==> config.mk <==
export PLATFORM = sky130hd
export DESIGN_NAME = channel_to_passive_fifo
export DESIGN_NICKNAME = d
export VERILOG_FILES = /design/src/rtl/channel_to_passive_fifo.sv
export SDC_FILE = /design/constraint.sdc
export NUM_CORES = 1
export LEC_CHECK = 0
export CELL_PAD_IN_SITES_DETAIL_PLACEMENT = 0
export CELL_PAD_IN_SITES_GLOBAL_PLACEMENT = 2
export CORE_MARGIN = 2
export CORE_UTILIZATION = 35
export CTS_CLUSTER_DIAMETER = 150
export DETAILED_ROUTE_END_ITERATION = 10
export PLACE_DENSITY_LB_ADDON = 0.1
export SYNTH_ARGS = -nofsm -noshare
export SYNTH_HDL_FRONTEND = slang
export SYNTH_SLANG_ARGS = --single-unit
==> constraint.sdc <==
create_clock -name clk -period 6.55 [get_ports clk]
set_clock_uncertainty 0.05 [all_clocks]
set_input_delay 1.31 -clock clk [delete_from_list [all_inputs] [get_ports clk]]
set_output_delay 1.31 -clock clk [all_outputs]
set_load 0.01 [all_outputs]
==> src/rtl/channel_to_passive_fifo.sv <==
// channel_to_passive_fifo
//
// Buffered bridge from an active Channel (producer drives v/d, this block
// answers with a) to a PassiveChannel (consumer raises r, this block answers
// with a registered one-cycle v pulse carrying d). A circular FIFO of Depth
// entries decouples the two sides.
//
// Handshake semantics:
//   Input : a word moves on every posedge where in_v_i & in_a_o. in_a_o is
//           derived only from registered state (never from in_v_i or
//           out_r_i); it is low while the FIFO is full, even if a pop happens
//           in that same cycle.
//   Output: on every posedge where out_r_i is high and the FIFO is non-empty,
//           the head word is popped into out_d_o and out_v_o is high for the
//           following cycle. Asserting r is a promise to accept, so there is
//           no stall path. out_d_o holds its value while out_v_o is low.
//
// Optional build macro CH2PC_LEVEL_EN adds level_o, the registered occupancy.
module channel_to_passive_fifo #(
  parameter int N     = 1,
  parameter int Depth = 4
) (
  input  logic                     clk,
  input  logic                     reset,
  input  logic                     in_v_i,
  input  logic [N-1:0]             in_d_i,
  output logic                     in_a_o,
  input  logic                     out_r_i,
  output logic [N-1:0]             out_d_o,
  output logic                     out_v_o
`ifdef CH2PC_LEVEL_EN
  ,
  output logic [$clog2(Depth):0]   level_o
`endif
);

  localparam int AW = $clog2(Depth);
  localparam int CW = AW + 1;

  logic [N-1:0]  mem_q [Depth];
  logic [AW-1:0] wr_ptr_q, wr_ptr_d;
  logic [AW-1:0] rd_ptr_q, rd_ptr_d;
  logic [CW-1:0] count_q, count_d;
  logic          out_v_q, out_v_d;
  logic [N-1:0]  out_d_q, out_d_d;

  logic full;
  logic empty;
  logic push;
  logic pop;

  assign full   = (count_q == CW'(Depth));
  assign empty  = (count_q == '0);
  assign in_a_o = ~reset & ~full;
  assign push   = in_v_i & in_a_o;
  assign pop    = out_r_i & ~empty;

  assign out_v_o = out_v_q;
  assign out_d_o = out_d_q;

`ifdef CH2PC_LEVEL_EN
  // count_q is already a register updated on the same edge, so level is a tap.
  assign level_o = count_q;
`endif

  // Next-state for pointers, occupancy and the registered output stage.
  always_comb begin
    wr_ptr_d = wr_ptr_q;
    rd_ptr_d = rd_ptr_q;
    out_v_d  = 1'b0;
    out_d_d  = out_d_q;
    count_d  = count_q + {{AW{1'b0}}, push} - {{AW{1'b0}}, pop};
    if (push) begin
      wr_ptr_d = wr_ptr_q + AW'(1);
    end
    if (pop) begin
      rd_ptr_d = rd_ptr_q + AW'(1);
      out_v_d  = 1'b1;
      out_d_d  = mem_q[rd_ptr_q];
    end
  end

  // Control and output registers; reset discards all buffered words.
  always_ff @(posedge clk or posedge reset) begin
    if (reset) begin
      wr_ptr_q <= '0;
      rd_ptr_q <= '0;
      count_q  <= '0;
      out_v_q  <= 1'b0;
      out_d_q  <= '0;
    end else begin
      wr_ptr_q <= wr_ptr_d;
      rd_ptr_q <= rd_ptr_d;
      count_q  <= count_d;
      out_v_q  <= out_v_d;
      out_d_q  <= out_d_d;
    end
  end

  // Storage array; contents need no reset since count_q gates every read.
  always_ff @(posedge clk) begin
    if (push) begin
      mem_q[wr_ptr_q] <= in_d_i;
    end
  end

endmodule
* Yosys cells after proc, flatten, opt, wreduce, memory -nomap -nowiden
Memories as Yosys holds them, arrays and structs flattened. A register that Yosys moved wholly into a read port is not among the register bits.
Cells that the tools add are included.
** Operators by class
- $add $sub $neg :: 4
- Bitwise gates (word level) :: 6
- Equal/unequal tests :: 1
- Multiplexer cells :: 3
- Reductions and logical operators :: 1
** Operators with widths (number)
- $add 2x1->2 const B :: 2
- $add 3x1->3 :: 1
- $and 1x1->1 :: 3
- $eq 3x3->1 const B :: 1
- $logic_not 3->1 :: 1
- $mux 1 :: 3
- $not 1->1 :: 3
- $sub 3x1->3 :: 1
** Storage, ports and cells
- Bits in registers :: 8
- Input bits :: 5
- Memories kept :: 1
- Memory bits (writable) :: 4
- Logic and storage cells :: 20
- Output and inout bits :: 3
** Memory list
- mem_q :: depth 4, bits a word 1, read ports 1, clocked after memory_dff 1, wr ports 1, RTL line 40 : logic [N-1:0] mem_q [Depth];

* Depth between registers and ports, before layout
Gate-level depths: netlist (run 1).
- Depth in word-level cells :: 6
- Depth in mapped cells :: 10
- Mapped depth without buffers :: 10

* Least setup slack after synthesis (run 1)
OpenSTA, ideal clock, no wires.
- Path type :: input port to flip-flop
- Start point :: input reset
- End point :: register count_q[2]
- Data arrival time :: 2.802 ns
- Setup time :: 0.129 ns
- Slack :: 3.570 ns
- Path buffers :: 0
- Data required time :: 6.371 ns
- Stages :: 10
- Cells stage by stage :: nand2b_1 > a21oi_4 > inv_1 > ha_1 > inv_1 > ha_1 > inv_1 > fa_1 > xnor2_1 > xnor2_1
** Between the ends
- Word-level cells in the longest chain between the ends :: 5
** RTL lines
- from (decl) :: RTL line 24 : input logic reset,
- $not 1->1 :: RTL line 54 : assign in_a_o = ~reset & ~full;
- $and 1x1->1 :: RTL line 54
- $and 1x1->1 :: RTL line 55 : assign push = in_v_i & in_a_o;
- $add 3x1->3 :: RTL line 72 : count_d = count_q + {{AW{1'b0}}, push} - {{AW{1'b0}}, pop};
- $sub 3x1->3 :: RTL line 72
- named net count_d[2] :: RTL line 43 : logic [CW-1:0] count_q, count_d;
- to (signal assigned) :: RTL line 94 : count_q <= count_d;
- to (decl) :: RTL line 43
The timed path passes the listed nets, and every way through them passes these cells.
A chain may end at the register's enable or synchronous reset.

* Worst setup path after layout (run 1)
- Start point :: input reset
- End point :: output in_a_o
** Between the ends
- Word-level cells in the longest chain between the ends :: 2
** RTL lines
- $not 1->1 :: RTL line 54
- $and 1x1->1 :: RTL line 54
- to (decl) :: RTL line 27 : output logic in_a_o,
Every way passes these cells.

==> results of run 1 <==
[Yosys cell counts, drive strengths merged]
cell type	count	area share, %
dfrtp	9	35
inv	8	4.6
ha	6	12
xnor2	5	6.7
and2	4	3.9
edfxtp	4	18
nand2	4	2.7
a21oi	2	3.3
fa	1	3.1
mux2	1	2.3
mux4	1	3.5
nand2b	1	0.96
nor2	1	0.96
o31ai	1	3.3
[routing by layer]
layer / track usage (%) / part of all wire, % / vias to the layer above
met4: 8.33 / 0.91 / 0
met3: 3.46 / 3.1 / 2
met5: 0 / 0 / -
met1: 12.4 / 44 / 164
met2: 15.9 / 51 / 6
li1: - / - / 176
[cell families after synthesis]
logic type | Yosys count | share of synthesized area [%]
buf+inv | 8 | 4.62
simple gates | 10 | 8.48
xor+xnor | 5 | 6.74
flops | 13 | 53.2
compound gates | 3 | 6.55
fa+ha+maj | 7 | 14.6
mux | 2 | 5.78
[cell type report]
| cell class | count | area (um^2) | share of cell area (%) |
|---|---|---|---|
| inverter | 8 | 30.0 | 3.86 |
| clock buffer | 4 | 26.3 | 3.38 |
| tap | 25 | 31.3 | 4.03 |
| sequential | 13 | 345 | 44.4 |
| timing repair buffer | 7 | 70.1 | 9.02 |
| multi-input combinational | 27 | 274 | 35.3 |
[power by group]
part | switching (W) | leakage, nW | internal, W
combinational | 0.0000512 | 0.177 | 0.0000668
clock | 0.0000239 | 0.0150 | 0.0000235
sequential | 0.0000351 | 0.142 | 0.000115
total | 0.000110 | 0.334 | 0.000206
[worst min-delay path by stage]
| stage | end | slack (ns) | depth (start not counted) | startpoint |
|---|---|---|---|---|
| final | out_d_o | 0.43 | 2 | out_d_o |
| after global routing | rd_ptr_q[1] | 0.47 | 1 | rd_ptr_q[1] |
| after CTS | out_d_o | 0.43 | 2 | out_d_o |
| after detailed placement | out_d_o | 0.42 | 2 | out_d_o |
| after global placement | out_d_o | 0.41 | 2 | out_d_o |
| after floorplan | rd_ptr_q[1] | 0.40 | 1 | rd_ptr_q[1] |
[worst max-delay path: stages]
cell and delay [ns]:
sky130_fd_sc_hd__clkdlybuf4s50_1 0.43, sky130_fd_sc_hd__a21oi_1 0.14, sky130_fd_sc_hd__clkdlybuf4s50_1 0.55
[state kept, by name, summed over array words and instances (netlist names)]
name and cells:
count_q 3, mem_q 4, out_d_o 1, out_v_o 1
rd_ptr_q 2, wr_ptr_q 2
[per-stage QoR]
stage / total power [W] / cell area, um^2 / utilization (%) / hold WS (ns) / setup slack, ns
6_report: 0.000316 / 777 / 45.0 / 0.428 / 2.76
4_1_cts: 0.000322 / 777 / 45.0 / 0.434 / 2.75
3_5_place_dp: 0.000272 / 751 / 43.5 / 0.417 / 2.76
5_1_grt: 0.000343 / 777 / 45.0 / 0.465 / 2.69
2_1_floorplan: 0.000236 / 649 / - / 0.402 / 3.57
3_3_place_gp: 0.000263 / 751 / 43.5 / 0.413 / 2.79
==> impl_metrics.tcl, run 1 <==
set metrics [dict create \
    dieWidth_um 47.1 \
    setup.reg_to_reg.worst_slack_ns 4.30 \
    drt_iter0_drc 1 \
    synthesis.yosys.warnings 0 \
    cts-htree-levels 1 \
    setup_tns_ns 0 \
    hold_buffers 0 \
    final.min_clock_period_ns 3.79 \
    post_cts_resize_count 0 \
    layout-drive-gt1-share_pct 16.9 \
    die-area_um2 2220 \
    insertedDiodeCount 0 \
    fmax_mhz 264 \
    post_drt_via_cell_ratio 4.14 \
    ios 8 \
    number_of_nets_in_the_final_layout 72 \
    timing.critical_path.to_type "output port" \
    run_status "finished clean" \
    crit-reg2reg-launch "count_q[2]" \
    slew_headroom_pct 75.7 \
    instances_no_fill 84 \
    antenna_found_initial 0 \
    finalSetupViolations 0 \
    drt_drc_violations_left 0 \
    grt_max_degree 10 \
    route.vias.total 348 \
    grt_first_pass_wirelength_um 1500 \
    timing_worst_setup_path_type "in2out" \
    chipHeight_um 47.1 \
    placedCellCount 80 \
    via_count_of_the_first_global_routing_pass 352 \
    row_count 15 \
    cp_max_fo 3 \
    power.density_nw_per_um2 406 \
    wl_per_cell_um 10.5 \
    p_leak_nw 0.334 \
    worst-endpoint-required_ns 5.19 \
    cts_post_setup_buffers_inserted 0 \
    final_min_period_over_clock_period_pct 57.8 \
    maximum_resistive_drop_on_vdd_mv 0.162 \
    final_common_cell "sky130_fd_sc_hd__dfrtp_1" \
    mappedNetlistNets 60 \
    synth-seq-cells 13 \
    worst_hold_path_type "reg2reg" \
    most_used_cells_in_the_layout_excluding_fill_and_tap_cells "sky130_fd_sc_hd__dfrtp_1, sky130_fd_sc_hd__inv_1, sky130_fd_sc_hd__clkdlybuf4s50_1" \
    timing_max_transition_violations_final 0 \
    global_route.usage.total_pct 10.6 \
    unrepaired_setup_endpoints_after_global_routing "no" \
    worstReg2RegEnd "count_q[2]" \
    port_buffers 7 \
    routabilityCongestion 0.685 \
    cts-root-buf "sky130_fd_sc_hd__clkbuf_4" \
    clock_tree_from_tritoncts "done" \
    place_hpwl_um 702 \
    yosys.cell_types.count 17 \
    ctsLongestPathBuffers 2 \
    path_clk_slew_ns 0.07 \
    fill_cells 173 \
    area.growth.synth_to_final_pct 19.7 \
    core_area_um2 1730 \
    finalHoldViolCount 0 \
    postSynthCellCount 48 \
    first_pass_iteration_count_of_the_detailed_router 2 \
    post_synth.cell_area_avg_um2 13.5 \
    number_of_clock_sinks 13 \
    route.antenna.remaining_nets 0 \
    startpoint_type "primary input" \
    worst_slew_pin_slew_ns 0.365 \
    initial_utilization_pct 37.6 \
    grt_remaining_overflow 0 \
    worstSetupStartpoint "reset" \
    part_of_the_yosys_area_used_for_sequential_elements_pct 53.2 \
    insertion_delay_ns 0.27 \
    maxCapViolCount 0 \
    synthesis.area_um2 649 \
    totalWireLength_um 878 \
    critical_path_arrival_ns 2.43 \
    tritoncts.num_buffers 3 \
    timing.reg2reg.worst_path_depth 9 \
    cp-endpoint "in_a_o" \
]
No activity file was read; power rests on OpenSTA's default activity.
==> inputs of run 2 (changes only) <==
clock period = 3.6 ns   (was 6.55 ns; I/O delays follow)
==> run 2 against run 1 <==
Net effect:
- via count decreased by 0.29%
- global-route usage shrank 0.33 points
- largest power group unchanged
- largest cell class unchanged
- sequential share of layout area unchanged
- register-to-register slack got worse by 2.9 ns
- critical endpoint is now count_q[2]
==> impl_metrics.tcl, run 2 (same netlist as run 1, synthesis figures left out) <==
set metrics [dict create \
    p_leak_nw 0.334 \
    insertedDiodeCount 0 \
    grt_max_degree 10 \
    ctsLongestPathBuffers 2 \
    startpoint_type "primary input" \
    core_area_um2 1730 \
    dieWidth_um 47.1 \
    p_clk_share_pct 14.9 \
    power_frac_seq_pct 47.7 \
    power.density_nw_per_um2 738 \
    hold_buffers 0 \
    cts-root-buf "sky130_fd_sc_hd__clkbuf_4" \
    combinational_share_of_power_pct 37.5 \
    grt_remaining_overflow 0 \
    netSwitchingFraction_pct 34.8 \
    max_flop_register "mem_q" \
    flip_flop_count_of_the_largest_register_all_copies_and_words_added 4 \
    finalSetupViolations 0 \
    wl_per_cell_um 9.83 \
    top_regs "mem_q x4, count_q x3" \
    finished_cell_area_um2 777 \
    chipHeight_um 47.1 \
    post_drt_via_cell_ratio 4.13 \
    finalHoldViolCount 0 \
    insertion_delay_ns 0.26 \
    fill_cells 172 \
    route.antenna.remaining_nets 0 \
    path_clk_slew_ns 0.08 \
    route.vias.total 347 \
    layout-drive-gt1-share_pct 16.9 \
    cp_max_fo 7 \
    antenna_found_initial 0 \
    initial_utilization_pct 37.6 \
    dpl_cell_area_um2 751 \
    timing_max_transition_violations_final 0 \
    final_min_period_over_clock_period_pct 74.4 \
    worst_hold_path_type "reg2reg" \
    switchingPower_w 0.000200 \
    slew_headroom_pct 76.8 \
    row_count 15 \
    via_count_of_the_first_global_routing_pass 387 \
    internal-power_w 0.000374 \
    totalWireLength_um 826 \
    grt_first_pass_wirelength_um 1520 \
    drt_iter0_drc 2 \
    number_of_clock_sinks 13 \
    critical_path_arrival_ns 2.78 \
    maximum_resistive_drop_on_vdd_mv 0.322 \
    die-area_um2 2220 \
    tritoncts.num_buffers 3 \
    post_cts_resize_count 0 \
    cts_post_setup_buffers_inserted 0 \
    clock_tree_from_tritoncts "done" \
    unrepaired_setup_endpoints_after_global_routing "no" \
    global_route.usage.total_pct 10.3 \
    setup_tns_ns 0 \
    place_hpwl_um 663 \
    port_buffers 7 \
    ios 8 \
    worst-endpoint-required_ns 3.70 \
    fmax_mhz 374 \
    number_of_nets_in_the_final_layout 72 \
    worst_slew_pin_slew_ns 0.348 \
    final.min_clock_period_ns 2.68 \
    timing_worst_setup_path_type "in2reg" \
    timing.critical_path.to_type "flip-flop" \
    final_common_cell "sky130_fd_sc_hd__dfrtp_1" \
    cts-htree-levels 1 \
    area.growth.synth_to_final_pct 19.7 \
    run_status "finished clean" \
    first_pass_iteration_count_of_the_detailed_router 3 \
    most_used_cells_in_the_layout_excluding_fill_and_tap_cells "sky130_fd_sc_hd__dfrtp_1, sky130_fd_sc_hd__inv_1, sky130_fd_sc_hd__clkdlybuf4s50_1" \
    routabilityCongestion 0.688 \
    maxCapViolCount 0 \
    drt_drc_violations_left 0 \
]
[run 2: power by group through the flow]
| stage | sequential [W] | clock, W | combinational, W |
|---|---|---|---|
| floorplan | 0.000271 | 0 | 0.000159 |
| global placement | 0.000272 | 0 | 0.000206 |
| detailed placement | 0.000278 | 0 | 0.000216 |
| CTS | 0.000275 | 0.0000896 | 0.000221 |
| global route | 0.000282 | 0.0000977 | 0.000249 |
| finish | 0.000274 | 0.0000853 | 0.000215 |
[run 2: cell type report]
cell class                      instances  area, um^2  share of cell area, %
Tap cell                               25        31.3                   4.03
Multi-Input combinational cell         27         274                   35.3
Timing Repair Buffer                    7        70.1                   9.02
Clock buffer                            4        26.3                   3.38
Sequential cell                        13         345                   44.4
Inverter                                8        30.0                   3.86
[run 2: path summary, 6_finish.rpt]
| kind | startpoint | endpoint | slack (ns) | cells after the start |
|---|---|---|---|---|
| max | reset | count_q[2] | 0.92 | 11 |
| min | out_d_o | out_d_o | 0.43 | 2 |
| max reg2reg | count_q[2] | count_q[2] | 1.37 | 9 |
| min reg2reg | out_d_o | out_d_o | 0.43 | 2 |
| max in group asynchronous | reset | rd_ptr_q[1] | 2.53 | 2 |
| min in group asynchronous | reset | count_q[2] | 0.71 | 2 |
[run 2: worst max-delay path, cell delays in order]
cell and delay [ns]:
sky130_fd_sc_hd__clkdlybuf4s50_1 0.43, sky130_fd_sc_hd__nand2b_1 0.18, sky130_fd_sc_hd__a21oi_4 0.22, sky130_fd_sc_hd__inv_1 0.07, sky130_fd_sc_hd__ha_1 0.27, sky130_fd_sc_hd__inv_1 0.06, sky130_fd_sc_hd__ha_1 0.12, sky130_fd_sc_hd__inv_1 0.05
sky130_fd_sc_hd__fa_1 0.38, sky130_fd_sc_hd__xnor2_1 0.15, sky130_fd_sc_hd__xnor2_1 0.13
[run 2: metrics by stage]
step           utilization (%)  hold slack [ns]  power [W]  worst slack [ns]  instances
6_report                  45.0            0.429   0.000574             0.923         84
2_1_floorplan                -            0.402   0.000430              1.21         48
3_5_place_dp              43.5            0.416   0.000494             0.630         80
5_1_grt                   45.0            0.459   0.000629             0.753         84
4_1_cts                   45.0            0.434   0.000586             0.909         84
3_3_place_gp              43.5            0.413   0.000479             0.682         80
[run 2: routing by layer]
layer	track usage [%]	part of all wire, %
met4	5.00	0
met2	16.4	53
met3	3.46	3.4
met5	0	0
met1	12.3	44
